===== src/rtl/memory_game_grid.sv =====
// Memory-game controller: seeded GRID_N x GRID_N target generation, cell count, play, multi-level.
// Build option: define CURSOR_WRAP_EN to make cursor movement wrap at the grid edges.
module memory_game_grid #(
  parameter int GRID_N    = 4,
  parameter int MAX_LIVES = 3,
  parameter int SCORE_W   = 8,
  localparam int CUR_W    = $clog2(GRID_N),
  localparam int LIVES_W  = $clog2(MAX_LIVES + 1),
  localparam int CELLS    = GRID_N * GRID_N,
  localparam int REM_W    = $clog2(CELLS + 1)
) (
  input  logic               Clk,
  input  logic               Reset,
  input  logic               Start,
  input  logic               Ack,
  input  logic [GRID_N-1:0]  SS_in,
  input  logic [GRID_N-1:0]  INC_in,
  input  logic               Right,
  input  logic               Left,
  input  logic               Up,
  input  logic               Down,
  input  logic               Select,
  output logic [LIVES_W-1:0] Lives,
  output logic [SCORE_W-1:0] Score,
  output logic [CUR_W-1:0]   CurX,
  output logic [CUR_W-1:0]   CurY,
  output logic [CELLS-1:0]   Target,
  output logic [CELLS-1:0]   Found,
  output logic [REM_W-1:0]   Remaining,
  output logic               Qi,
  output logic               Qg,
  output logic               Qc,
  output logic               Qp,
  output logic               Qv,
  output logic               Ql
);

  localparam int CELL_W = $clog2(CELLS);

  localparam logic [CUR_W-1:0]   CUR_ONE    = CUR_W'(1);
  localparam logic [CUR_W-1:0]   CUR_LAST   = CUR_W'(GRID_N - 1);
  localparam logic [CELL_W-1:0]  CELL_ONE   = CELL_W'(1);
  localparam logic [CELL_W-1:0]  CELL_LAST  = CELL_W'(CELLS - 1);
  localparam logic [CELL_W-1:0]  CELL_SIDE  = CELL_W'(GRID_N);
  localparam logic [REM_W-1:0]   REM_ONE    = REM_W'(1);
  localparam logic [LIVES_W-1:0] LIVES_ONE  = LIVES_W'(1);
  localparam logic [LIVES_W-1:0] LIVES_INIT = LIVES_W'(MAX_LIVES);
  localparam logic [SCORE_W-1:0] SCORE_ONE  = SCORE_W'(1);
  localparam logic [GRID_N-1:0]  SEED_ONE   = GRID_N'(1);

  // One-hot encoding so the Q* status lines are plain state-register bits.
  typedef enum logic [5:0] {
    S_INITIAL  = 6'b000001,
    S_GENERATE = 6'b000010,
    S_COUNT    = 6'b000100,
    S_PLAY     = 6'b001000,
    S_LEVEL    = 6'b010000,
    S_LOSE     = 6'b100000
  } state_t;

  state_t            state_reg;
  logic [GRID_N-1:0] seed_reg;
  logic [GRID_N-1:0] inc_reg;
  logic [CUR_W-1:0]  row_reg;
  logic [CELL_W-1:0] scan_reg;

  logic [CELL_W-1:0] cell_idx;
  logic              cur_target;
  logic              cur_found;
  logic [REM_W-1:0]  count_total;
  logic [CUR_W-1:0]  x_inc, x_dec, y_inc, y_dec;

  assign cell_idx    = CELL_W'(CurY) * CELL_SIDE + CELL_W'(CurX);
  assign cur_target  = Target[cell_idx];
  assign cur_found   = Found[cell_idx];
  assign count_total = Remaining + REM_W'(Target[scan_reg]);

  always_comb begin
    x_inc = CurX;
    x_dec = CurX;
    y_inc = CurY;
    y_dec = CurY;
`ifdef CURSOR_WRAP_EN
    x_inc = (CurX == CUR_LAST) ? '0 : CurX + CUR_ONE;
    x_dec = (CurX == '0) ? CUR_LAST : CurX - CUR_ONE;
    y_inc = (CurY == CUR_LAST) ? '0 : CurY + CUR_ONE;
    y_dec = (CurY == '0) ? CUR_LAST : CurY - CUR_ONE;
`else
    if (CurX != CUR_LAST) x_inc = CurX + CUR_ONE;
    if (CurX != '0)       x_dec = CurX - CUR_ONE;
    if (CurY != CUR_LAST) y_inc = CurY + CUR_ONE;
    if (CurY != '0)       y_dec = CurY - CUR_ONE;
`endif
  end

  always_ff @(posedge Clk or posedge Reset) begin
    if (Reset) begin
      state_reg <= S_INITIAL;
      seed_reg  <= '0;
      inc_reg   <= '0;
      row_reg   <= '0;
      scan_reg  <= '0;
      Lives     <= '0;
      Score     <= '0;
      CurX      <= '0;
      CurY      <= '0;
      Target    <= '0;
      Found     <= '0;
      Remaining <= '0;
    end else begin
      unique case (state_reg)
        S_INITIAL: begin
          if (Start) begin
            seed_reg  <= SS_in;
            inc_reg   <= INC_in;
            Lives     <= LIVES_INIT;
            Score     <= '0;
            CurX      <= '0;
            CurY      <= '0;
            row_reg   <= '0;
            state_reg <= S_GENERATE;
          end
        end

        S_GENERATE: begin
          for (int r = 0; r < GRID_N; r++) begin
            if (row_reg == CUR_W'(r)) begin
              Target[r*GRID_N +: GRID_N] <= seed_reg;
              Found[r*GRID_N +: GRID_N]  <= '0;
            end
          end
          seed_reg <= seed_reg + inc_reg;
          if (row_reg == CUR_LAST) begin
            Remaining <= '0;
            scan_reg  <= '0;
            state_reg <= S_COUNT;
          end else begin
            row_reg <= row_reg + CUR_ONE;
          end
        end

        S_COUNT: begin
          Remaining <= count_total;
          scan_reg  <= scan_reg + CELL_ONE;
          if (scan_reg == CELL_LAST) begin
            if (count_total == '0) begin
              // Empty grid: nudge the seed so a zero increment cannot loop forever.
              seed_reg  <= seed_reg + inc_reg + SEED_ONE;
              row_reg   <= '0;
              state_reg <= S_GENERATE;
            end else begin
              CurX      <= '0;
              CurY      <= '0;
              state_reg <= S_PLAY;
            end
          end
        end

        S_PLAY: begin
          if (Right) begin
            CurX <= x_inc;
          end else if (Left) begin
            CurX <= x_dec;
          end else if (Up) begin
            CurY <= y_dec;
          end else if (Down) begin
            CurY <= y_inc;
          end else if (Select) begin
            if (cur_target) begin
              if (!cur_found) begin
                Found[cell_idx] <= 1'b1;
                Remaining       <= Remaining - REM_ONE;
                if (Remaining == REM_ONE) begin
                  if (Score != '1) Score <= Score + SCORE_ONE;
                  state_reg <= S_LEVEL;
                end
              end
            end else begin
              Lives <= Lives - LIVES_ONE;
              if (Lives == LIVES_ONE) state_reg <= S_LOSE;
            end
          end
        end

        S_LEVEL: begin
          if (Ack) begin
            row_reg   <= '0;
            state_reg <= S_GENERATE;
          end
        end

        S_LOSE: begin
          if (Ack) state_reg <= S_INITIAL;
        end

        default: state_reg <= S_INITIAL;
      endcase
    end
  end

  assign Qi = state_reg[0];
  assign Qg = state_reg[1];
  assign Qc = state_reg[2];
  assign Qp = state_reg[3];
  assign Qv = state_reg[4];
  assign Ql = state_reg[5];

endmodule


===== config.mk =====
export PLATFORM = sky130hd
export DESIGN_NAME = memory_game_grid
export DESIGN_NICKNAME = d
export VERILOG_FILES = /design/src/rtl/memory_game_grid.sv
export SDC_FILE = /design/constraint.sdc
export NUM_CORES = 1
export LEC_CHECK = 0
export ABC_CLOCK_PERIOD_IN_PS = 4200
export CELL_PAD_IN_SITES_DETAIL_PLACEMENT = 0
export CELL_PAD_IN_SITES_GLOBAL_PLACEMENT = 1
export CORE_MARGIN = 5
export CORE_UTILIZATION = 41
export DETAILED_ROUTE_END_ITERATION = 7
export HOLD_SLACK_MARGIN = 0.15
export PLACE_DENSITY_LB_ADDON = 0.1
export SYNTH_ARGS = -nofsm -noshare
export SYNTH_HDL_FRONTEND = slang
export SYNTH_SLANG_ARGS = --single-unit

===== constraint.sdc =====
create_clock -name Clk -period 4.2 [get_ports Clk]
set_input_delay 0.84 -clock Clk [delete_from_list [all_inputs] [get_ports Clk]]
set_output_delay 0.84 -clock Clk [all_outputs]
set_load 0.03 [all_outputs]

## Word level (Yosys, flattened, before mapping)

Index checks and enable logic that the tools add are counted.

| operators by class | value |
|---|---|
| $add $sub $neg | 13 |
| magnitude comparators | 3 |
| eq/ne operators | 45 |
| multiplexer cells | 89 |
| bitwise logic cells | 1 |
| reduce and logical (&&, ||, !) cells | 30 |

Operator list:

| kind | count |
|---|---|
| 2-to-1 mux 16 bit | 7 |
| 2-to-1 mux 6 bit | 14 |
| 2-to-1 mux 8 bit | 10 |
| AND reduction 9 bit | 6 |
| 2-to-1 mux 2 bit | 24 |
| inequality test 2 bit, second input constant | 23 |
| 2-to-1 mux 5 bit | 8 |
| case mux 6 bit (6 select lines) | 1 |
| 2-to-1 mux 4 bit | 8 |
| case mux 16 bit (2 select lines) | 1 |
| inequality test 3 bit, second input constant | 9 |
| bitwise OR 16 bit | 1 |
| case mux 8 bit (2 select lines) | 1 |
| case mux 5 bit (3 select lines) | 1 |
| AND reduction 13 bit | 1 |
| binary-select mux 1 bit (select 4 bit) | 3 |
| case mux 2 bit (3 select lines) | 2 |
| case mux 4 bit (3 select lines) | 1 |
| AND reduction 2 bit | 6 |
| AND reduction 11 bit | 1 |
| less-than comparator 4 x 5 -> 1 bit, second input constant | 2 |
| nonzero test 2 bit | 5 |
| nonzero test 3 bit | 3 |
| adder 4 x 1 -> 4 bit, second input constant | 2 |
| other kinds (32) | 41 |

| storage, ports and cells | value |
|---|---|
| bits in registers | 71 |
| input port bits | 17 |
| output and inout bits | 57 |
| logic and storage cells | 199 |

## Longest topological paths before layout

Gate-level depths: netlist (run 1).

| depth | value |
|---|---|
| depth in word-level cells | 14 |
| gate-level depth with buffers | 12 |
| mapped depth without buffers | 10 |

## Least setup slack after synthesis (run 1)

Ideal clock, no wire load.

| timing path | value |
|---|---|
| path type | register to register |
| start | reg scan_reg[0] |
| end | reg seed_reg[0] |
| library setup time | 0.125 ns |
| arrival | 3.318 ns |
| slack | 0.757 ns |
| stages on the path, launching flop included | 12 |
| buffers on the path | 2 |
| clock period less this slack | 3.443 ns |
| cells stage by stage | dfrtp_1 -> clkbuf_1 -> mux4_2 -> mux4_2 -> ha_1 -> ha_1 -> nor4_1 -> o21ai_0 -> o21ai_0 -> and3_1 -> clkbuf_1 -> mux2_2 |

| between the ends | value |
|---|---|
| longest elaborated chain between the ends | 6 |

RTL lines:

| item | RTL line | text |
|---|---|---|
| from (decl) | 65 | `logic [CELL_W-1:0] scan_reg;` |
| from (signal assigned) | 144 | `scan_reg <= scan_reg + CELL_ONE;` |
| binary-select mux 1 bit (select 4 bit) | 76 | `assign count_total = Remaining + REM_W'(Target[scan_reg]);` |
| 2-to-1 mux 1 bit (not written as such) | 76 |  |
| adder 5 x 1 -> 5 bit | 76 |  |
| zero test 5 bit | 146 | `if (count_total == '0) begin` |
| inequality test 2 bit (no source line) | n/a |  |
| AND reduction 4 bit (no source line) * | n/a |  |
| to (signal assigned) | 114 | `seed_reg <= SS_in;` |
| to (signal assigned) | 132 | `seed_reg <= seed_reg + inc_reg;` |
| to (signal assigned) | 148 | `seed_reg <= seed_reg + inc_reg + SEED_ONE;` |
| to (decl) | 62 | `logic [GRID_N-1:0] seed_reg;` |

Mark *: on every way between the ends. The rest lies on a longest branch, timed or not. The select of a mux whose other input is x is not followed.
A chain may end at the register's enable or synchronous reset.

## Worst setup path after layout (run 1)

Same ends and word-level chain as after synthesis.

==> flow_metrics.py, run 1 <==
metrics = {
    "synth": {
        "synth_edf_count": 0,
        "synth_flop_cell": "dfrtp_1",
        "synth_seq_cells": 71,
        "synthCells": 429,
        "synth_most_common_cell": "dfrtp_1",
        "synth_area_leaders": "dfrtp_1 (41%), mux2_2 (7.5%), o21ai_0 (5.7%)",
        "synth_area_sq_mm": 0.00423,
        "synth_commonest_cells": "dfrtp_1 (70), nand2_1 (56), o21ai_0 (48)",
        "seq_area_frac_synth": 0.421,
        "yosysWarnings": 0,
        "synth_top_area_frac": 0.414,
        "synth_cell_types": 56,
        "syn-num-nets": 462,
        "syn_avg_cell_area_sq_um": 9.86,
        "synth.largest_area_cell": "dfrtp_1",
        "synthArstFlopShare": 1.00,
    },
    "route": {
        "drt-pass1-iter-count": 4,
        "drtIter0Drc": 195,
        "vias": 3572,
        "ant_nets": 0,
        "post_drt_wl_per_cell_um": 17.8,
        "drt-vias-per-instance": 5.62,
        "wirelength_mm": 11.3,
        "route.detailed.drc": 0,
    },
    "critical_path": {
        "start_kind": "flop",
        "crit_start": "scan_reg[0]$_DFFE_PP0P_",
        "end_kind": "flop",
        "worstSetupPathType": "reg2reg",
        "max_stage_delay_ps": 560,
        "worstPathArrival_ps": 3790,
        "crit-reg2reg-launch": "scan_reg[0]$_DFFE_PP0P_",
        "cp.depth": 9,
        "cp_slowest_cell": "mux4_2",
        "cp_top_family": "multiplexers",
        "reg2reg_depth": 9,
        "path_buf_inv": 0,
        "path_max_fanout": 8,
        "required_ps": 4440,
        "cp_cell_sequence": "mux4_2 > mux4_2 > ha_1 > ha_1 > nor4_1 > o21ai_0 > o21ai_0 > and3_1 > mux2_2",
    },
    "global_route": {
        "overflow": 0,
        "grt_pass1_vias": 3631,
        "grt_usage": 0.189,
        "antenna_found_initial": 0,
        "grt_max_degree": 35,
        "grt_pass1_wl_mm": 19.0,
    },
    "clocking": {
        "clock_latency_ps": 350,
        "clk_pin_slew_ps": 80,
        "clock-sinks": 71,
        "root_buffer": "clkbuf_8",
        "clk_path_buf_depth": 2,
        "holdBufCountCts": 0,
        "h-tree-depth": 3,
        "post_cts_buffers": 0,
        "cts_tree": "yes",
        "cts_buffers": 9,
        "ctsResizeCount": 0,
    },
    "sta": {
        "worst_slack_ps": 643,
        "tns_ps": 0,
        "slew_headroom": 0.322,
        "slew_viol_final": 0,
        "max_freq_mhz": 281,
        "hold_viol_final": 0,
        "finalCritPeriodShare": 0.847,
        "finalSetupViolCount": 0,
        "min_period_ps": 3560,
        "worstMarginPinSlew_ps": 992,
        "rsz0062_at_grt": "false",
        "fin_skew_ps": 9.80,
    },
    "final_layout": {
        "fill_cells": 966,
        "drive_above_1_share": 0.128,
        "area_growth_pct": 25.5,
        "reg_top3": "Found (16), Target (16), Score (8)",
        "fin_cells": 636,
        "final_area_sq_mm": 0.00531,
        "nNetsFinal": 528,
        "diodes": 0,
    },
    "die": {
        "initial_core_util": 0.415,
        "fp-row-count": 37,
        "dieArea_sq_mm": 0.0124,
        "ios": 74,
        "die_height_um": 112,
        "core_area_sq_mm": 0.0102,
        "die_x_um": 112,
    },
    "placement": {
        "dpl.cell_count": 620,
        "io_buffers": 73,
        "gp_congestion": 0.809,
        "pre_cts_slack_ps": 647,
        "dp_hpwl_mm": 8.46,
        "place_area_sq_mm": 0.00506,
    },
    "worst_hold_path": {
        "holdCritStartpoint": "Found[11]$_DFFE_PP0P_",
        "hp-class": "reg2reg",
        "hold_path_depth": 2,
    },
    "power": {
        "leakage_nw": 2.21,
        "power_mw": 3.43,
        "vdd_ir_drop_max_mv": 0.422,
        "p_per_area_mw_per_mm2": 646,
    },
    "run": {
        "max_cap_viol_count": 0,
    },
    "status": {
        "status": "complete, no violations",
    },
}
-- worst reg2reg max path: stages, from the launching register on --
cell     delay (ps)
dfrtp_1         550
mux4_2          560
mux4_2          480
ha_1            240
ha_1            250
nor4_1          260
o21ai_0         200
o21ai_0         240
and3_1          310
mux2_2          370
-- power breakdown --
| part | leakage (nW) | switching [mW] | internal, mW |
|---|---|---|---|
| combinational | 1.19 | 0.921 | 0.722 |
| sequential | 0.906 | 0.226 | 0.884 |
| clock | 0.121 | 0.275 | 0.400 |
| total | 2.21 | 1.42 | 2.01 |
-- stage by stage --
| stage | hold WS (ps) | utilization |
|---|---|---|
| 2_1_floorplan | 484 | - |
| 3_3_place_gp | 489 | 0.497 |
| 3_5_place_dp | 500 | 0.497 |
| 4_1_cts | 518 | 0.521 |
| 5_1_grt | 549 | 0.521 |
| 6_report | 509 | 0.521 |
-- final cells by class --
class,count,area [sq um],area share
clock buffer,10,128,0.0240
tap,136,170,0.0321
inverter,17,63.8,0.0120
clock inverter,6,116,0.0219
sequential,71,1780,0.335
multi-input combinational,319,2290,0.432
timing repair buffer,77,761,0.143
-- cell usage in the layout, fill, tap and decap left out, types with 2 or more instances in the layout --
master / synthesis / layout
mux2i_1: 7 / 7
dfrtp_1: 70 / 70
o21ai_0: 48 / 48
o221ai_1: 2 / 2
xor2_1: 4 / 4
and2_1: 4 / 4
nand4_1: 5 / 5
a22o_1: 2 / 2
nor3_1: 6 / 6
or2_2: 2 / 2
inv_1: 17 / 16
nand2b_1: 4 / 4
a22oi_1: 2 / 2
a21oi_1: 12 / 12
bufinv_16: 0 / 3
nor4_1: 4 / 4
or4_1: 8 / 8
and3_1: 4 / 4
a32oi_1: 4 / 4
o311ai_0: 3 / 3
o22ai_1: 4 / 4
mux2_2: 28 / 28
inv_6: 0 / 2
clkdlybuf4s50_1: 0 / 73
nor2_1: 17 / 17
mux4_2: 9 / 9
ha_1: 15 / 15
a31oi_1: 3 / 3
a21o_1: 6 / 6
buf_4: 0 / 4
xnor2_1: 3 / 3
nand3b_1: 2 / 2
nand3_1: 23 / 23
o211ai_1: 6 / 6
nand2_1: 56 / 56
clkbuf_8: 0 / 9
nor3b_1: 5 / 4
nor2b_1: 2 / 2
-- layer usage --
layer | routed length, um | share of wire | global-route usage | up-vias
li1 | - | - | - | 1718
met1 | 5310 | 0.47 | 0.258 | 1776
met2 | 5350 | 0.47 | 0.304 | 71
met5 | 0 | 0 | 0 | -
met3 | 583 | 0.051 | 0.0538 | 7
met4 | 100 | 0.0088 | 0.0333 | 0
-- worst paths after layout --
kind	end	slack, ps
min	Found[11]$_DFFE_PP0P_	510
min in group asynchronous	Found[10]$_DFFE_PP0P_	780
min reg2reg	Found[11]$_DFFE_PP0P_	510
max in group asynchronous	seed_reg[0]$_DFFE_PP0P_	2650
max reg2reg	seed_reg[0]$_DFFE_PP0P_	640
max	seed_reg[0]$_DFFE_PP0P_	640
-- cell families (layout without fill, tap and decap cells) --
kind of cell	Yosys count	count (layout)	share of synthesized area
AND/OR/NAND/NOR	148	148	0.176
buffers and inverters	39	110	0.0388
adder cells (fa/ha/maj)	16	16	0.0491
AO/OA/AOI/OAI	102	102	0.150
flip-flops	71	71	0.421
XOR/XNOR	7	7	0.0145
multiplexers	46	46	0.151
Power figures use the tool's default switching activity.
==> run 2, diff against run 1 <==
ABC_CLOCK_PERIOD_IN_PS = 3700   (was 4200)
clock period = 3.7 ns   (was 4.2 ns; I/O delays follow)
==> run 2 against run 1 <==
Effect of this change: hold slack improved by 0.88 ps; non-clock buffer count grew 6; first-iteration DRC count is 3.1% lower; wire length is 0.11% higher; clock-buffer cell count fell by 1; critical path depth did not move; final cell count rose by 0.79%; highest routed layer unchanged; critical endpoint is now seed_reg[3]$_DFFE_PP0P_; clock power rose by 3%.
==> flow_metrics.py, run 2 (synthesis results as in run 1) <==
metrics = {
    "clocking": {
        "clock_latency_ps": 350,
        "post_cts_buffers": 0,
        "clock-sinks": 71,
        "h-tree-depth": 3,
        "clk_pin_slew_ps": 90,
        "root_buffer": "clkbuf_8",
        "cts_buffers": 9,
        "cts_tree": "yes",
        "clk_path_buf_depth": 2,
    },
    "sta": {
        "worst_slack_ps": 263,
        "min_period_ps": 3440,
        "hold_viol_final": 0,
        "tns_ps": 0,
        "fin_skew_ps": 17.5,
        "finalCritPeriodShare": 0.929,
        "worstMarginPinSlew_ps": 695,
        "slew_headroom": 0.530,
        "max_freq_mhz": 291,
        "finalSetupViolCount": 0,
        "rsz0062_at_grt": "false",
        "slew_viol_final": 0,
    },
    "route": {
        "route.detailed.drc": 0,
        "vias": 3605,
        "drtIter0Drc": 189,
        "drt-vias-per-instance": 5.62,
        "ant_nets": 0,
        "drt-pass1-iter-count": 4,
        "wirelength_mm": 11.4,
        "post_drt_wl_per_cell_um": 17.7,
    },
    "critical_path": {
        "rrSetupSlack_ps": 260,
        "reg2reg_to": "seed_reg[3]$_DFFE_PP0P_",
        "max_stage_delay_ps": 540,
        "reg2reg_depth": 9,
        "end_kind": "flop",
        "crit-reg2reg-launch": "scan_reg[0]$_DFFE_PP0P_",
        "path_max_fanout": 8,
        "cp_cell_sequence": "mux4_2 > mux4_2 > ha_1 > ha_1 > nor4_1 > o21ai_0 > o21ai_0 > and3_1 > mux2_2",
        "worstPathArrival_ps": 3670,
        "crit_start": "scan_reg[0]$_DFFE_PP0P_",
        "cp_slowest_cell": "mux4_2",
        "worstSetupPathType": "reg2reg",
        "required_ps": 3930,
        "start_kind": "flop",
    },
    "die": {
        "initial_core_util": 0.415,
        "dieArea_sq_mm": 0.0124,
        "core_area_sq_mm": 0.0102,
        "die_x_um": 112,
        "die_height_um": 112,
        "fp-row-count": 37,
        "ios": 74,
    },
    "power": {
        "leakage_nw": 2.23,
        "vdd_ir_drop_max_mv": 0.447,
        "p_per_area_mw_per_mm2": 719,
    },
    "final_layout": {
        "reg_top3": "Found (16), Target (16), Score (8)",
        "fin_cells": 641,
        "nNetsFinal": 534,
        "layout_common_cells": "clkdlybuf4s50_1 (73), dfrtp_1 (69), nand2_1 (56)",
        "fill_cells": 930,
        "fin_util": 0.523,
        "area_growth_pct": 26.0,
        "drive_above_1_share": 0.141,
        "diodes": 0,
        "final_common_cell": "clkdlybuf4s50_1",
    },
    "placement": {
        "dpl.cell_count": 626,
        "io_buffers": 73,
        "gp_congestion": 0.820,
        "pre_cts_slack_ps": 185,
        "dp_hpwl_mm": 8.43,
    },
    "worst_hold_path": {
        "min_delay_worst_endpoint": "Found[14]$_DFFE_PP0P_",
        "holdCritStartpoint": "Found[14]$_DFFE_PP0P_",
        "hold_path_depth": 2,
        "hp-class": "reg2reg",
    },
    "global_route": {
        "grt_max_degree": 37,
        "grt_pass1_wl_mm": 18.8,
        "antenna_found_initial": 0,
        "grt_usage": 0.186,
        "overflow": 0,
        "grt_pass1_vias": 3623,
    },
    "status": {
        "status": "complete, no violations",
    },
    "run": {
        "max_cap_viol_count": 0,
    },
}
[run 2: how the worst max path moves through the flow]
stage                                    endpoint  slack, ps  cells past startpoint
after floorplan           seed_reg[0]$_DFFE_PP0P_        260                     11
after global placement    seed_reg[3]$_DFFE_PP0P_        260                      9
after detailed placement  seed_reg[3]$_DFFE_PP0P_        190                      9
after CTS                 seed_reg[3]$_DFFE_PP0P_        180                      9
after global routing      seed_reg[0]$_DFFE_PP0P_         90                      9
final                     seed_reg[3]$_DFFE_PP0P_        260                      9
[run 2: layout make-up]
type / count / area [sq um] / area share
Timing Repair Buffer: 83 / 806 / 0.151
Tap cell: 136 / 170 / 0.0319
Multi-Input combinational cell: 319 / 2290 / 0.430
Clock buffer: 9 / 124 / 0.0233
Inverter: 17 / 63.8 / 0.0120
Clock inverter: 6 / 93.8 / 0.0176
Sequential cell: 71 / 1780 / 0.334
[run 2: metrics by stage]
stage	hold WS [ps]	power, mW	area [sq um]
after floorplan	484	2.47	4230
after global placement	492	3.12	5110
after detailed placement	498	3.16	5110
after CTS	516	3.87	5330
after global routing	537	4.11	5330
final	510	3.83	5330
[run 2: per-layer routing]
metal	routed length [um]	vias to the layer above	global-route usage	share of wire
met5	0	-	0	0
met4	127	0	0.0422	0.011
met3	739	9	0.0603	0.065
met2	5360	98	0.296	0.47
met1	5140	1770	0.249	0.45
li1	-	1728	-	-
[run 2: critical path, delay by kind of cell, from the launching register on]
kind                     cells  cell delay [ps]
AO/OA/AOI/OAI                2              420
adder cells (fa/ha/maj)      2              490
flip-flops                   1              480
multiplexers                 3             1380
AND/OR/NAND/NOR              2              560
[run 2: what timing repair did]
action / in CTS / in global routing
endpoints found under the setup margin: 0 / 3
gates resized for setup: 0 / 1
hold buffers: 0 / 0
[run 2: where the power goes]
| group | internal, mW | switching (mW) | leakage (nW) |
|---|---|---|---|
| clock network | 0.382 | 0.312 | 0.106 |
| registers | 1.00 | 0.255 | 0.904 |
| logic | 0.831 | 1.05 | 1.22 |
| total | 2.22 | 1.61 | 2.23 |
==> run 3, diff against run 2 <==
CORE_MARGIN = 3   (was 5)
==> run 3 against run 2 <==
Effect of this change: via count decreased by 0.78%; combinational power barely moved; hold slack improved by 7.7 ps; clock skew is 2.4 ps higher; wire length grew 1.2%; cell area hardly changed; die area decreased by 7.0%; critical endpoint is now CurX[1]$_DFFE_PP0P_.
==> flow_metrics.py, run 3 (synthesis results as in run 1) <==
metrics = {
    "final_layout": {
        "drive_above_1_share": 0.139,
        "layout_common_cells": "clkdlybuf4s50_1 (73), dfrtp_1 (69), nand2_1 (56)",
        "final_area_sq_mm": 0.00532,
        "nNetsFinal": 532,
        "area_growth_pct": 25.9,
        "final_common_cell": "clkdlybuf4s50_1",
        "reg_top3": "Found (16), Target (16), Score (8)",
        "fin_cells": 636,
        "fill_cells": 940,
        "diodes": 0,
    },
    "sta": {
        "min_period_ps": 3440,
        "fin_skew_ps": 19.9,
        "worst_slack_ps": 258,
        "finalSetupViolCount": 0,
        "slew_headroom": 0.527,
        "worstMarginPinSlew_ps": 704,
        "tns_ps": 0,
        "hold_viol_final": 0,
        "finalCritPeriodShare": 0.930,
        "hold_ws_ps": 517,
        "slew_viol_final": 0,
        "max_freq_mhz": 291,
        "rsz0062_at_grt": "false",
    },
    "clocking": {
        "cts_buffers": 9,
        "clock_latency_ps": 360,
        "post_cts_buffers": 0,
        "holdBufCountCts": 0,
        "ctsResizeCount": 0,
        "root_buffer": "clkbuf_8",
        "clk_pin_slew_ps": 80,
        "clock-sinks": 71,
        "clk_path_buf_depth": 2,
        "cts_tree": "yes",
        "h-tree-depth": 3,
    },
    "placement": {
        "dpl.cell_count": 621,
        "pre_cts_slack_ps": 157,
        "place_area_sq_mm": 0.00510,
        "io_buffers": 73,
        "gp_congestion": 0.852,
        "dp_hpwl_mm": 8.35,
    },
    "critical_path": {
        "end_kind": "flop",
        "required_ps": 3930,
        "path_max_fanout": 8,
        "worstPathArrival_ps": 3670,
        "max_stage_delay_ps": 580,
        "cp_top_family": "multiplexers",
        "cp_cell_sequence": "mux4_2 > mux4_2 > ha_1 > ha_1 > nor4_1 > o21ai_0 > a32oi_1 > mux2i_1 > nor3_1",
        "cp_slowest_cell": "a32oi_1",
        "path_buf_inv": 0,
        "worstSetupPathType": "reg2reg",
        "start_kind": "flop",
    },
    "worst_hold_path": {
        "hp-class": "reg2reg",
    },
    "die": {
        "ios": 74,
        "dieArea_sq_mm": 0.0116,
        "core_area_sq_mm": 0.00991,
        "fp-row-count": 36,
        "die_x_um": 108,
        "initial_core_util": 0.427,
        "die_height_um": 108,
    },
    "global_route": {
        "met1_usage": 0.301,
        "grt_pass1_wl_mm": 19.1,
        "grt-busiest-layer": "met2",
        "grt_usage": 0.211,
        "grt_util_met3": 0.0618,
        "grt_pass1_vias": 3546,
        "met2_usage": 0.317,
        "antenna_found_initial": 0,
        "grt_max_degree": 56,
        "overflow": 0,
    },
    "route": {
        "drtIter0Drc": 173,
        "drt-pass1-iter-count": 4,
        "drt-vias-per-instance": 5.62,
        "ant_nets": 0,
        "vias": 3577,
        "wirelength_mm": 11.5,
        "route.detailed.drc": 0,
        "post_drt_wl_per_cell_um": 18.1,
    },
    "run": {
        "max_cap_viol_count": 0,
    },
    "status": {
        "status": "complete, no violations",
    },
    "power": {
        "p_per_area_mw_per_mm2": 722,
        "vdd_ir_drop_max_mv": 0.453,
        "leakage_nw": 2.22,
    },
}
[run 3: area by class of cell]
cell class	count	area, sq um	share of cell area
Multi-Input combinational cell	319	2290	0.431
Tap cell	133	166	0.0313
Clock inverter	6	93.8	0.0176
Sequential cell	71	1780	0.334
Clock buffer	9	124	0.0233
Inverter	17	63.8	0.0120
Timing Repair Buffer	81	803	0.151
[run 3: where the power goes]
part,leakage [nW],switching (mW),total (mW),internal [mW]
Sequential,0.904,0.254,1.26,1.00
Clock,0.106,0.317,0.697,0.381
Combinational,1.21,1.06,1.89,0.825
[run 3: final timing paths]
kind	start	end	slack, ps	cells past startpoint
max	scan_reg[0]$_DFFE_PP0P_	CurX[1]$_DFFE_PP0P_	260	9
min	inc_reg[2]$_DFFE_PP0P_	inc_reg[2]$_DFFE_PP0P_	520	1
max reg2reg	scan_reg[0]$_DFFE_PP0P_	CurX[1]$_DFFE_PP0P_	260	9
min reg2reg	inc_reg[2]$_DFFE_PP0P_	inc_reg[2]$_DFFE_PP0P_	520	1
max in group asynchronous	Reset	state_reg[0]$_DFFE_PP1P_	2310	3
min in group asynchronous	Reset	Found[15]$_DFFE_PP0P_	690	2
[run 3: per-stage QoR]
step,power [mW],utilization
global route,4.12,0.537
detailed placement,3.15,0.515
CTS,3.87,0.537
finish,3.84,0.537
floorplan,2.47,-
global placement,3.12,0.515
[run 3: metal layers]
metal,share of wire,vias to the layer above,wire [um]
li1,-,1720,-
met1,0.47,1756,5430
met2,0.45,88,5230
met3,0.060,13,691
met4,0.013,0,155
met5,0,-,0
==> edit 1: new RTL, settings of run 3 <==
Reset style: synchronous (`Reset`), changed in one clocked block.
--- a/src/rtl/memory_game_grid.sv
+++ b/src/rtl/memory_game_grid.sv
@@ -95,3 +95,3 @@
 
-  always_ff @(posedge Clk or posedge Reset) begin
+  always_ff @(posedge Clk) begin
     if (Reset) begin
Formal check against the unedited RTL: differs if Reset is asserted again (counterexample within 4 cycles, from zero or initial values and one cycle with Reset high); with Reset held inactive, the same outputs for 4 cycles.
==> edit 1 against run 3 <==
- clock skew decreased by 0.0072 ns
- design area grew 0.45%
- via count increased by 15%
- sequential cell count unchanged
- first-iteration DRC count grew 61%
- hold slack lost 0.056 ns
- synthesized area is 1.5% higher
- wire length increased by 6.6%
- fmax increased by 1.2%
- worst setup slack better by 0.040 ns
Power is not compared: it rests on default switching activity, and its combinational part moved more than twofold at a synthesized area within 25%.
==> edit 1: results <==
metrics = {
    "cts": {
        "numCtsBuffers": 9,
        "cts_buffer_depth": 2,
        "cts_max_level": 3,
        "cts_setup_buffers": 0,
    },
    "synth": {
        "synth_commonest_cells": "dfxtp_1, nand2_1, a21oi_1, nor2_1, nand3_1",
        "syn-num-nets": 545,
        "async_reset_ff_frac": 0,
        "synth_area_leaders": "dfxtp_1, mux2i_1, a21oi_1, nand2_1, ha_1",
        "ys_warn_count": 0,
        "netlist-cell-type-count": 67,
        "yosysSeqAreaShare": 0.331,
    },
    "timing": {
        "slew_headroom": 0.491,
        "whs_ns": 0.461,
        "skew_ns": 0.0127,
    },
    "placed_design": {
        "dp_hpwl_um": 8880,
        "portBuffers": 73,
        "gp_congestion": 0.874,
    },
    "finish": {
        "nNetsFinal": 608,
        "drive_gt1_frac": 0.0828,
        "fill_cells": 981,
    },
    "critical_path": {
        "path_max_fanout": 8,
        "startpoint": "scan_reg[0]$_SDFFE_PP0P_",
        "r2r_setup_slack_ns": 0.30,
        "reg2reg_to": "row_reg[0]$_SDFFE_PP0P_",
        "arrival_ns": 3.65,
        "reg2reg_depth": 9,
    },
    "route": {
        "drt_wl_total_um": 12300,
        "via_count": 4116,
        "drtIter0Drc": 278,
        "first_pass_iters": 5,
    },
    "worst_hold_path": {
        "min_to": "inc_reg[0]$_SDFFE_PP0P_",
        "min_from": "inc_reg[0]$_SDFFE_PP0P_",
        "hold-path-cell-count": 2,
    },
    "global_route": {
        "grt_usage": 0.216,
        "grt_pass1_wl_um": 20200,
        "grt_max_degree": 41,
        "grt_pass1_vias": 3892,
        "antenna_found_initial": 0,
    },
    "power_and_ir_drop": {
        "p_switching_w": 0.000991,
    },
    "status": {
        "status": "complete, no violations",
    },
}
edit 1: cell types whose count changed after synthesis, moves of 10 or more:
cell     change
nor2_1      +19
o21ai_0     -35
nand3_1     +10
a22o_1      +10
mux2_2      -28
dfxtp_1     +71
dfrtp_1     -70
a21oi_1     +32
mux2i_1     +19
edit 1: kinds of logic (layout without fill, tap and decap cells):
kind of cell	count (synthesis)	after routing	synth area share
simple gates	185	185	0.217
compound gates	144	144	0.235
flops	71	71	0.331
buf+inv	54	122	0.0545
mux	33	33	0.0957
fa+ha+maj	16	16	0.0484
xor+xnor	9	9	0.0184
edit 1: layout make-up:
class / instances / area (µm²) / share of cell area
repair buffers: 87 / 831 / 0.155
multi-input cells: 387 / 2660 / 0.498
clock buffers: 10 / 128 / 0.0239
inverters: 19 / 71.3 / 0.0133
clock inverters: 6 / 68.8 / 0.0129
well taps: 133 / 166 / 0.0311
flip-flops and latches: 71 / 1420 / 0.266
edit 1: worst max-delay path, cell delays in order (launching register included):
cell	delay (ns)
dfxtp_1	0.54
mux4_2	0.55
mux4_2	0.53
ha_1	0.27
ha_1	0.28
nor4_2	0.25
o211ai_1	0.17
a2111oi_2	0.40
nor2_1	0.10
a22o_1	0.21
edit 1: through the flow:
stage / instance area [µm²] / util / setup slack, ns / power, W / cells
final: 5350 / 0.537 / 0.299 / 0.00252 / 713
after global routing: 5350 / 0.537 / 0.0616 / 0.00269 / 713
after CTS: 5340 / 0.536 / 0.109 / 0.00254 / 713
after detailed placement: 5140 / 0.516 / 0.135 / 0.00190 / 697
after global placement: 5140 / 0.516 / 0.256 / 0.00188 / 697
after floorplan: 4290 / - / 0.395 / 0.00161 / 512
edit 1: layer usage:
metal  vias to the layer above  global-route usage  wire length (µm)
met5                         -                   0                 0
met4                         0              0.0379                79
met3                         7              0.0460               590
met2                       107               0.351              5770
met1                      1971               0.301              5820
li1                       2031                   -                 -
edit 1: timing repair:
action | in CTS | in global routing
resized for setup | 0 | 2
endpoints found under the setup margin | 0 | 9
endpoints found under the hold margin | 0 | 0
edit 1: power by group through the flow:
stage | combinational, W | sequential (W) | clock (W)
finish | 0.000937 | 0.000957 | 0.000628
global route | 0.00104 | 0.000970 | 0.000681
CTS | 0.000929 | 0.000955 | 0.000652
detailed placement | 0.000926 | 0.000973 | 0
global placement | 0.000909 | 0.000972 | 0
floorplan | 0.000616 | 0.000990 | 0
==> edit 2: new RTL, settings of run 3 <==
Made on the original files. The parameter `MAX_LIVES` goes from 3 to 2.
--- a/src/rtl/memory_game_grid.sv
+++ b/src/rtl/memory_game_grid.sv
@@ -4,3 +4,3 @@
   parameter int GRID_N    = 4,
-  parameter int MAX_LIVES = 3,
+  parameter int MAX_LIVES = 2,
   parameter int SCORE_W   = 8,
Function: changed (Yosys sat finds a counterexample within 4 cycles, from zero or initial values and one cycle with Reset high).
==> edit 2 against run 3 <==
- total power down 3.0%
- sequential cell count stayed put
- hold slack got worse by 0.013 ns
- worst setup slack lost 0.0024 ns
- synthesized area rose by 0.62%
- fmax is essentially flat
- wire length is 1.5% higher
- critical path depth is the same
- design area down 0.35%
- clock power is 8.3% lower
- critical endpoint is now seed_reg[2]$_DFFE_PP0P_
- largest power group unchanged
==> edit 2: results <==
metrics = {
    "synth": {
        "synth_area_leaders": "dfrtp_1, mux2_2, o21ai_0, ha_1, nand2_1",
        "syn-num-nets": 459,
        "yosysSeqAreaShare": 0.418,
        "synth_commonest_cells": "dfrtp_1, nand2_1, o21ai_0, mux2_2, inv_1",
        "syn_area_per_cell_um2": 9.99,
    },
    "status": {
        "status": "complete, no violations",
    },
    "global_route": {
        "met2_usage": 0.329,
    },
    "finish": {
        "inverters_excl_clock": 21,
        "fill_cells": 936,
        "clock_cell_area_share": 0.0373,
        "multi_input_gates": 312,
        "nNonClkBuffers": 79,
        "nNetsFinal": 527,
    },
    "critical_path": {
        "reg2reg_to": "seed_reg[2]$_DFFE_PP0P_",
        "crit_path_max_incr_delay_ns": 0.53,
        "arrival_ns": 3.68,
    },
    "worst_hold_path": {
        "min_to": "Lives[0]$_DFFE_PP0P_",
        "min_from": "Lives[0]$_DFFE_PP0P_",
    },
    "route": {
        "via_per_inst": 5.76,
        "wl_met3_um": 671,
        "drtIter0Drc": 188,
        "m1WireLength_um": 5370,
        "met2_length_um": 5540,
    },
    "power_and_ir_drop": {
        "vdd_ir_drop_max_v": 0.000542,
        "leakagePower_nw": 2.20,
        "cellPowerDensity_nw_per_um2": 703,
    },
    "placed_design": {
        "dp_hpwl_um": 8500,
        "dp.cells": 616,
        "gp_congestion": 0.808,
    },
    "timing": {
        "skew_ns": 0.0109,
        "whs_ns": 0.505,
        "period_share": 0.931,
        "slew_headroom": 0.348,
    },
}
-- edit 2: changes by cell type after synthesis, sizes merged, moves of 3 or more --
| cell | before | now |
|---|---|---|
| nor2 | 17 | 20 |
| a32o | 0 | 3 |
| o21ai | 48 | 44 |
| mux2i | 8 | 14 |
| nand3 | 23 | 19 |
| inv | 17 | 21 |
| and2 | 4 | 1 |
| a21o | 6 | 3 |
| mux2 | 28 | 24 |
| nand2 | 56 | 48 |
-- edit 2: logic make-up after synthesis --
logic type / count (synthesis) / share of synthesized area
compound gates: 101 / 0.154
flops: 71 / 0.418
mux: 48 / 0.153
fa+ha+maj: 16 / 0.0488
buf+inv: 43 / 0.0426
simple gates: 140 / 0.169
xor+xnor: 7 / 0.0144
-- edit 2: power breakdown --
part	internal (W)	total (W)	switching [W]
logic	0.000815	0.00184	0.00103
clock network	0.000315	0.000639	0.000324
registers	0.000992	0.00125	0.000255
-- edit 2: what timing repair did --
action                                  4_1_cts  5_1_grt
hold buffers                                  0        0
endpoints found under the setup margin        0        5
resized for setup                             0        3
